<file path="config.mk">
export PLATFORM = sky130hd
export DESIGN_NAME = button_conditioner_flat
export DESIGN_NICKNAME = d
export VERILOG_FILES = /design/src/rtl/pong_pkg.sv /design/src/rtl/button_conditioner_if.sv /design/src/rtl/button_channel.sv /design/src/rtl/button_conditioner.sv /design/src/flat_wrapper.sv
export SDC_FILE = /design/constraint.sdc
export NUM_CORES = 1
export LEC_CHECK = 0
export CORE_ASPECT_RATIO = 1.1
export CORE_MARGIN = 5
export CORE_UTILIZATION = 39
export CTS_BUF_LIST = sky130_fd_sc_hd__clkbuf_8
export DETAILED_ROUTE_END_ITERATION = 10
export PLACE_DENSITY_LB_ADDON = 0.05
export SYNTH_ARGS = -nofsm -noshare
export SYNTH_HDL_FRONTEND = slang
export SYNTH_SLANG_ARGS = --single-unit
</file>
<file path="constraint.sdc">
create_clock -name clk25 -period 2.9 [get_ports clk25]
set_clock_uncertainty 0.2 [all_clocks]
set_input_delay 0.725 -clock clk25 [delete_from_list [all_inputs] [get_ports clk25]]
set_output_delay 0.725 -clock clk25 [all_outputs]
set_load 0.01 [all_outputs]
</file>
<file path="src/rtl/pong_pkg.sv">
// rtl/pong_pkg.sv - shared types and default timing constants for the pong board logic
package pong_pkg;

  localparam int CLK25_HZ      = 25_000_000;
  localparam int DEBOUNCE_10MS = CLK25_HZ / 100;

  typedef enum logic [1:0] {
    IDLE,
    DELAY,
    REPEAT
  } repeat_state_t;

endpackage

</file>
<file path="src/rtl/button_conditioner_if.sv">
// rtl/button_conditioner_if.sv - raw button pins in, conditioned button events out
interface button_conditioner_if #(
  parameter int NUM_BUTTONS = 3
);

  logic [NUM_BUTTONS-1:0] button_raw;
  logic                   frame_tick;
  logic [NUM_BUTTONS-1:0] button_level;
  logic [NUM_BUTTONS-1:0] button_press;
  logic [NUM_BUTTONS-1:0] button_release;
  logic [NUM_BUTTONS-1:0] button_repeat;
  logic [NUM_BUTTONS-1:0] button_step;

  modport master (
    output button_raw,
    output frame_tick,
    input  button_level,
    input  button_press,
    input  button_release,
    input  button_repeat,
    input  button_step
  );

  modport slave (
    input  button_raw,
    input  frame_tick,
    output button_level,
    output button_press,
    output button_release,
    output button_repeat,
    output button_step
  );

endinterface

</file>
<file path="src/rtl/button_channel.sv">
// rtl/button_channel.sv - one button: synchroniser, counter debounce, edge pulses, frame-locked repeat
module button_channel
  import pong_pkg::*;
#(
  parameter int DEBOUNCE_CYCLES     = DEBOUNCE_10MS,
  parameter int REPEAT_DELAY_FRAMES = 30,
  parameter int REPEAT_RATE_FRAMES  = 4
) (
  input  logic clk25,
  input  logic rst_n,
  input  logic button_raw_i,
  input  logic frame_tick_i,
  output logic level_o,
  output logic press_o,
  output logic release_o,
  output logic repeat_o
);

  localparam int CW   = $clog2(DEBOUNCE_CYCLES);
  localparam int FMAX = (REPEAT_DELAY_FRAMES > REPEAT_RATE_FRAMES) ? REPEAT_DELAY_FRAMES
                                                                   : REPEAT_RATE_FRAMES;
  localparam int FW   = $clog2(FMAX + 1);

  logic          sync1_q, sync2_q;
  logic          level_q, level_d;
  logic [CW-1:0] cnt_q, cnt_d;
  logic          settle;
  logic          press_q, release_q, repeat_q;
  repeat_state_t state_q;
  logic [FW-1:0] fcnt_q;

  assign settle = (sync2_q != level_q) && (cnt_q == CW'(DEBOUNCE_CYCLES - 1));

  // Any cycle where the synchronised pin agrees with the level restarts the count.
  always_comb begin
    cnt_d   = '0;
    level_d = level_q;
    if (sync2_q != level_q) begin
      if (settle) level_d = sync2_q;
      else        cnt_d   = cnt_q + 1'b1;
    end
  end

  always_ff @(posedge clk25 or negedge rst_n) begin
    if (!rst_n) begin
      sync1_q   <= 1'b0;
      sync2_q   <= 1'b0;
      cnt_q     <= '0;
      level_q   <= 1'b0;
      press_q   <= 1'b0;
      release_q <= 1'b0;
    end else begin
      sync1_q   <= button_raw_i;
      sync2_q   <= sync1_q;
      cnt_q     <= cnt_d;
      level_q   <= level_d;
      press_q   <= settle & sync2_q;
      release_q <= settle & ~sync2_q;
    end
  end

  // Keyed off the visible press pulse, so a tick in the press cycle is never counted.
  always_ff @(posedge clk25 or negedge rst_n) begin
    if (!rst_n) begin
      state_q  <= IDLE;
      fcnt_q   <= '0;
      repeat_q <= 1'b0;
    end else begin
      repeat_q <= 1'b0;
      case (state_q)
        IDLE: begin
          if (press_q) begin
            state_q <= DELAY;
            fcnt_q  <= '0;
          end
        end
        DELAY: begin
          if (!level_q) begin
            state_q <= IDLE;
            fcnt_q  <= '0;
          end else if (frame_tick_i) begin
            if (fcnt_q == FW'(REPEAT_DELAY_FRAMES - 1)) begin
              repeat_q <= 1'b1;
              state_q  <= REPEAT;
              fcnt_q   <= '0;
            end else begin
              fcnt_q <= fcnt_q + 1'b1;
            end
          end
        end
        REPEAT: begin
          if (!level_q) begin
            state_q <= IDLE;
            fcnt_q  <= '0;
          end else if (frame_tick_i) begin
            if (fcnt_q == FW'(REPEAT_RATE_FRAMES - 1)) begin
              repeat_q <= 1'b1;
              fcnt_q   <= '0;
            end else begin
              fcnt_q <= fcnt_q + 1'b1;
            end
          end
        end
        default: begin
          state_q <= IDLE;
          fcnt_q  <= '0;
        end
      endcase
    end
  end

  assign level_o   = level_q;
  assign press_o   = press_q;
  assign release_o = release_q;
  assign repeat_o  = repeat_q;

endmodule

</file>
<file path="src/rtl/button_conditioner.sv">
// rtl/button_conditioner.sv - per-button conditioning channels plus the step (press | repeat) merge
module button_conditioner
  import pong_pkg::*;
#(
  parameter int NUM_BUTTONS         = 3,
  parameter int DEBOUNCE_CYCLES     = DEBOUNCE_10MS,
  parameter int REPEAT_DELAY_FRAMES = 30,
  parameter int REPEAT_RATE_FRAMES  = 4
) (
  input logic                 clk25,
  input logic                 rst_n,
  button_conditioner_if.slave bus
);

  logic [NUM_BUTTONS-1:0] level_w, press_w, release_w, repeat_w;

  for (genvar g = 0; g < NUM_BUTTONS; g++) begin : g_ch
    button_channel #(
      .DEBOUNCE_CYCLES    (DEBOUNCE_CYCLES),
      .REPEAT_DELAY_FRAMES(REPEAT_DELAY_FRAMES),
      .REPEAT_RATE_FRAMES (REPEAT_RATE_FRAMES)
    ) u_ch (
      .clk25       (clk25),
      .rst_n       (rst_n),
      .button_raw_i(bus.button_raw[g]),
      .frame_tick_i(bus.frame_tick),
      .level_o     (level_w[g]),
      .press_o     (press_w[g]),
      .release_o   (release_w[g]),
      .repeat_o    (repeat_w[g])
    );
  end

  assign bus.button_level   = level_w;
  assign bus.button_press   = press_w;
  assign bus.button_release = release_w;
  assign bus.button_repeat  = repeat_w;
  assign bus.button_step    = press_w | repeat_w;

endmodule

</file>
<file path="src/flat_wrapper.sv">
// flat-port wrapper written by rule: the top's interface ports become plain ports
module button_conditioner_flat import pong_pkg::*;
#(
  parameter int NUM_BUTTONS         = 3,
  parameter int DEBOUNCE_CYCLES     = DEBOUNCE_10MS,
  parameter int REPEAT_DELAY_FRAMES = 30,
  parameter int REPEAT_RATE_FRAMES  = 4
)
  (clk25, rst_n, bus_button_raw, bus_frame_tick, bus_button_level, bus_button_press, bus_button_release, bus_button_repeat, bus_button_step);
  button_conditioner_if #(.NUM_BUTTONS(NUM_BUTTONS)) bus_i ();
  input logic clk25;
  input logic rst_n;
  input wire logic [$bits(bus_i.button_raw)-1:0] bus_button_raw;
  input wire logic [$bits(bus_i.frame_tick)-1:0] bus_frame_tick;
  output wire logic [$bits(bus_i.button_level)-1:0] bus_button_level;
  output wire logic [$bits(bus_i.button_press)-1:0] bus_button_press;
  output wire logic [$bits(bus_i.button_release)-1:0] bus_button_release;
  output wire logic [$bits(bus_i.button_repeat)-1:0] bus_button_repeat;
  output wire logic [$bits(bus_i.button_step)-1:0] bus_button_step;
  assign bus_i.button_raw = bus_button_raw;
  assign bus_i.frame_tick = bus_frame_tick;
  assign bus_button_level = bus_i.button_level;
  assign bus_button_press = bus_i.button_press;
  assign bus_button_release = bus_i.button_release;
  assign bus_button_repeat = bus_i.button_repeat;
  assign bus_button_step = bus_i.button_step;
  button_conditioner #(.NUM_BUTTONS(NUM_BUTTONS), .DEBOUNCE_CYCLES(DEBOUNCE_CYCLES), .REPEAT_DELAY_FRAMES(REPEAT_DELAY_FRAMES), .REPEAT_RATE_FRAMES(REPEAT_RATE_FRAMES)) u_core (.clk25(clk25), .rst_n(rst_n), .bus(bus_i));
endmodule
</file>
Word level (Yosys, flattened, before mapping)
Index checks and enable logic that the tools add are counted.

cells by class
  add/subtract/negate cells = 6
  multipliers = 0
  div/mod/pow operators = 0
  magnitude comparators = 0
  equality and inequality tests = 33
  shift-type cells = 0
  muxes and demuxes = 69
  bitwise logic cells = 10
  reduce and logical (&&, ||, !) cells = 15

operators by type and width
  operator                 number
  $mux W18                 6
  $mux W5                  21
  $add A18 B1 Y18 const B  3
  $eq A18 B18 Y1 const B   3
  $pmux W5 S3              3
  $mux W2                  15
  $ne A3 B3 Y1 const B     9
  $mux W1                  18
  $pmux W2 S3              3
  $add A5 B1 Y5 const B    3
  $eq A5 B2 Y1 const B     3
  $eq A5 B5 Y1 const B     3
  $ne A2 B2 Y1 const B     6
  $reduce_and A4 Y1        3
  $reduce_and A3 Y1        3
  $and A1 B1 Y1            6
  $eq A2 B1 Y1 const B     3
  $eq A2 B2 Y1 const B     3
  $logic_not A2 Y1         3
  $pmux W1 S2              3
  $reduce_and A2 Y1        3
  $logic_and A1 B1 Y1      3
  $ne A1 B1 Y1             3
  $not A1 Y1               3
  $or A3 B3 Y3             1

storage, ports and cells
  bits in registers = 93
  bits in latches = 0
  RAM bits = 0
  bits in read-only memories = 0
  memories = 0

Longest topological paths before layout
  depth in word-level cells = 5
  gate-level depth with buffers = 6
  depth with buffers taken out = 6

Cells and area by module
From an unflattened synthesis, not the netlist that was laid out.

unflattened totals
  cell total of the unflattened synthesis = 486
  area total of the unflattened synthesis = 4,999.8 sq um

modules (own cells, without submodules)
  module                                     instances  cells each  area an instance (sq um)  seq. area each (sq um)
  button_channel at u_core.g_ch[0].u_ch ...  2          162         1,689.1                   775.7
  button_channel at u_core.g_ch[2].u_ch      1          159         1,602.8                   775.7
  button_conditioner                         1          3           18.8                      0.0

Worst setup path after synthesis
No wires, ideal clock.

  path type = input port to flip-flop
  start point = input port bus_frame_tick
  end point = register u_core.g_ch[2].u_ch.fcnt_q[4]
  library setup time = 0.124 ns
  arrival time = 1.738 ns
  required time = 2.576 ns
  slack = 0.838 ns
  cell stages on the path = 5
  cells stage by stage = clkbuf_1 nand2b_1 o21ai_1 nor4_1 a211o_1

on the way
  word-level cells in the longest chain between the ends = 2

RTL lines
  element                                 line                   RTL
  from (decl)                             flat_wrapper.sv:14     input wire logic [$bits(bus_i.frame_tick)-1:0] bus_frame_tick;
  $ne A3 B3 Y1 (no source line)           -
  $reduce_and A3 Y1 (no source line) (*)  -
  to (signal assigned)                    button_channel.sv:87   fcnt_q <= fcnt_q + 1'b1;
  to (signal assigned)                    button_channel.sv:100  fcnt_q <= fcnt_q + 1'b1;
  to (decl)                               button_channel.sv:30   logic [FW-1:0] fcnt_q;

Every way passes the cells marked *; elsewhere a longest branch is shown, timed or not.
A chain may end at the register's enable or synchronous reset.

Worst setup path after layout
  start point = register u_core.g_ch[2].u_ch.press_q
  end point = output port bus_button_step[2]

on the way
  word-level cells in the longest chain between the ends = 1

RTL lines
  element                 line                      RTL
  from (decl)             button_channel.sv:28      logic press_q, release_q, repeat_q;
  from (signal assigned)  button_channel.sv:57      press_q <= settle & sync2_q;
  $or A3 B3 Y3            button_conditioner.sv:38  assign bus.button_step = press_w | repeat_w;
  to (decl)               flat_wrapper.sv:19        output wire logic [$bits(bus_i.button_step)-1:0] bus_button_step;

Every way passes these cells.

==> out/results.ini <==
[clock_tree]
cts_max_path_buffers=2
path_clk_slew_ps=90
cts-hold-fix-buffers=0
root_buffer=clkbuf_8
clk_latency_ps=370
numCtsBuffers=9
ctsHtreeMaxLevel=3
cts_tree=yes
cts_resized=0
cts_sinks=93
cts_setup_buffers=0

[routing]
drc=0
finalWirelength_um=9270
drt_first_pass_iters=4
avgViaCountPerCell=5.21
wl_per_cell_um=13.6
drt-initial-drc-count=154
vias=3560
ant_nets=0

[global_route]
gr-usage-all-layers=0.134
grt_pass1_wl_um=16100
antenna_found_initial=0
grt_pass1_vias=3482
grt_overflow=0
grt_max_degree=62

[die]
die-width_um=117
dieArea_um2=15000
fp.dieH_um=128
rows=43
placeableCoreArea_um2=12500
pin_count=21
start_util=0.395

[timing]
grt_setup_unrepaired=no
hold_viol_final=0
slew_headroom=0.571
finalSetupTns_ps=0
report.final.slew_viol_count=0
max_freq_ghz=0.394
fin_crit_sh=0.876
setup_viol=0
holdWs_ps=93.9
tightest_slew_ps=637
min_period_ps=2540

[synthesis]
synth_edf_count=0
synth.distinct_cells=51
avgSynthCellArea_um2=9.77
syn_area_um2=4920
syn_inst=504
yosysTopAreaCellShare=0.473
yosysWarnings=0
synth_top_cells_by_area=dfrtp_1 (47%), xnor2_1 (6.6%), nor2_1 (5.6%)
synth_top_area_cell=dfrtp_1
async_flop_share=1.00
synth_nets=531
synth_flop_cell=dfrtp_1
seq_area_frac_synth=0.473
synth_seq_cells=93

[cells_and_area]
diodes=0
area_growth_pct=11.3
seqCellArea_um2=2330
multi_input_area_um2=2390
nNetsFinal=548
final_core_util=0.439
layout-drive-gt1-share=0.0875
num-fill-cells=1223

[placed_design]
io_buffers=20
hpwlAfterDp_um=6540
gp_congestion=0.794

[worst_setup_path]
cp_cell_sequence=or2_2, clkdlybuf4s50_1
critPathRequiredTime_ps=1980
worstPathMaxFanout=3
crit_arrival_ps=1610
endpoint_kind=output port
worst_setup_path_start_kind=flip-flop
cp_slowest_cell=clkdlybuf4s50_1
crit_type=reg2out
max_stage_delay_ps=490

[worst_hold_path]
hold_class=in2async

[power_and_ir_drop]
powerDensity_nw_per_um2=434
leakage_nw=2.22
peakVddDrop_uv=193

[run_status]
status=complete, no violations

[run]
max_cap_viol_count=0

==> through the flow <==
step           setup WS (ps)  instances  power (mW)  area [um2]
5_1_grt                  305        683        2.48        5480
4_1_cts                  312        683        2.43        5480
3_5_place_dp             371        667        1.43        5260
2_1_floorplan            838        504        1.38        4920
6_report                 360        683        2.38        5480
3_3_place_gp             403        667        1.43        5260
==> synth_stat cells, drive strengths merged, types with 3 or more instances <==
cell,instances
dfrtp,93
xor2,10
nor2b,4
nand4,20
mux2,6
inv,19
nand2,32
nor2,74
nand2b,12
xnor2,37
mux2i,4
a21oi,6
buf,15
o221ai,3
o21ai,15
nor3b,3
nand3,34
nor3,11
nor4,22
a22o,7
clkbuf,8
o22ai,3
nor4b,6
or2,9
and3,8
ha,21
nand3b,4
==> metal layers <==
layer | share of wire | track usage | up-vias
met2 | 0.48 | 0.214 | 41
met4 | 0.018 | 0.0675 | 0
li1 | - | - | 1781
met5 | 0 | 0 | -
met1 | 0.47 | 0.172 | 1728
met3 | 0.025 | 0.0236 | 10
==> cell usage in the layout (no fill, tap or decap), types with 3 or more instances in the layout <==
| cell | synthesis | routed |
|---|---|---|
| inv_1 | 19 | 20 |
| xnor2_1 | 37 | 37 |
| nor4_1 | 22 | 22 |
| clkdlybuf4s50_1 | 0 | 19 |
| nor4b_1 | 6 | 6 |
| a22o_1 | 7 | 7 |
| mux2i_1 | 4 | 4 |
| buf_4 | 14 | 9 |
| nand3_1 | 33 | 33 |
| nor2b_1 | 4 | 4 |
| o21ai_1 | 4 | 4 |
| a21oi_1 | 6 | 6 |
| nor3_1 | 11 | 11 |
| nand2_1 | 32 | 32 |
| or2_2 | 7 | 7 |
| dfrtp_1 | 93 | 93 |
| ha_1 | 21 | 21 |
| nor3b_1 | 3 | 3 |
| clkbuf_8 | 0 | 10 |
| nand4_1 | 19 | 19 |
| and3_1 | 7 | 7 |
| nand3b_1 | 4 | 4 |
| o221ai_1 | 3 | 3 |
| mux2_2 | 5 | 5 |
| xor2_1 | 10 | 10 |
| o22ai_1 | 3 | 3 |
| nand2b_1 | 12 | 12 |
| o21ai_0 | 9 | 9 |
| nor2_1 | 74 | 74 |
==> logic make-up after synthesis <==
kind of cell	Yosys count	synth area share
and+or+nand+nor	248	0.266
AOI/OAI and AO/OA	43	0.0589
buffers and inverters	42	0.0429
adders and majority gates	21	0.0534
DFF	93	0.473
muxes	10	0.0226
xor gates and xnor gates	47	0.0836
==> cell type report <==
class,instances,share of cell area
Timing Repair Buffer,29,0.0507
Sequential cell,93,0.424
Multi-Input combinational cell,369,0.435
Inverter,19,0.0130
Tap cell,157,0.0358
Clock buffer,10,0.0251
Clock inverter,6,0.0157
==> state kept, by name (all words and copies together) (netlist names) <==
signal / cells
u_core.g_ch.u_ch.press_o: 3
u_core.g_ch.u_ch.fcnt_q: 15
u_core.g_ch.u_ch.sync1_q: 3
u_core.g_ch.u_ch.repeat_o: 3
u_core.g_ch.u_ch.release_o: 3
u_core.g_ch.u_ch.sync2_q: 3
u_core.g_ch.u_ch.cnt_q: 54
u_core.g_ch.u_ch.state_q: 6
u_core.g_ch.u_ch.level_o: 3
==> report_power, final <==
part,total [mW],internal [mW],switching [mW]
combinational,0.0736,0.0247,0.0489
sequential,1.33,1.31,0.0170
clock,0.977,0.509,0.467
==> critical path, delay by kind of cell (launching register included) <==
kind	cells	cell delay, ps
AND/OR/NAND/NOR	1	330
flip-flops	1	430
buffers and inverters	1	490
==> path summary, 6_finish.rpt <==
kind                            cells after the start                         start  slack, ps                       endpoint
worst min-delay path                                1                         rst_n         90    u_core.g_ch[1].u_ch.sync2_q
max in group asynchronous                           2                         rst_n       1750  u_core.g_ch[0].u_ch.cnt_q[11]
worst max-delay path                                2   u_core.g_ch[2].u_ch.press_o        360             bus_button_step[2]
min in group clk25                                  0   u_core.g_ch[0].u_ch.sync1_q        160    u_core.g_ch[0].u_ch.sync2_q
worst max register to register                      5  u_core.g_ch[2].u_ch.cnt_q[0]        740    u_core.g_ch[2].u_ch.level_o
worst min register to register                      0   u_core.g_ch[0].u_ch.sync1_q        160    u_core.g_ch[0].u_ch.sync2_q
(Power assumes the default switching activity.)
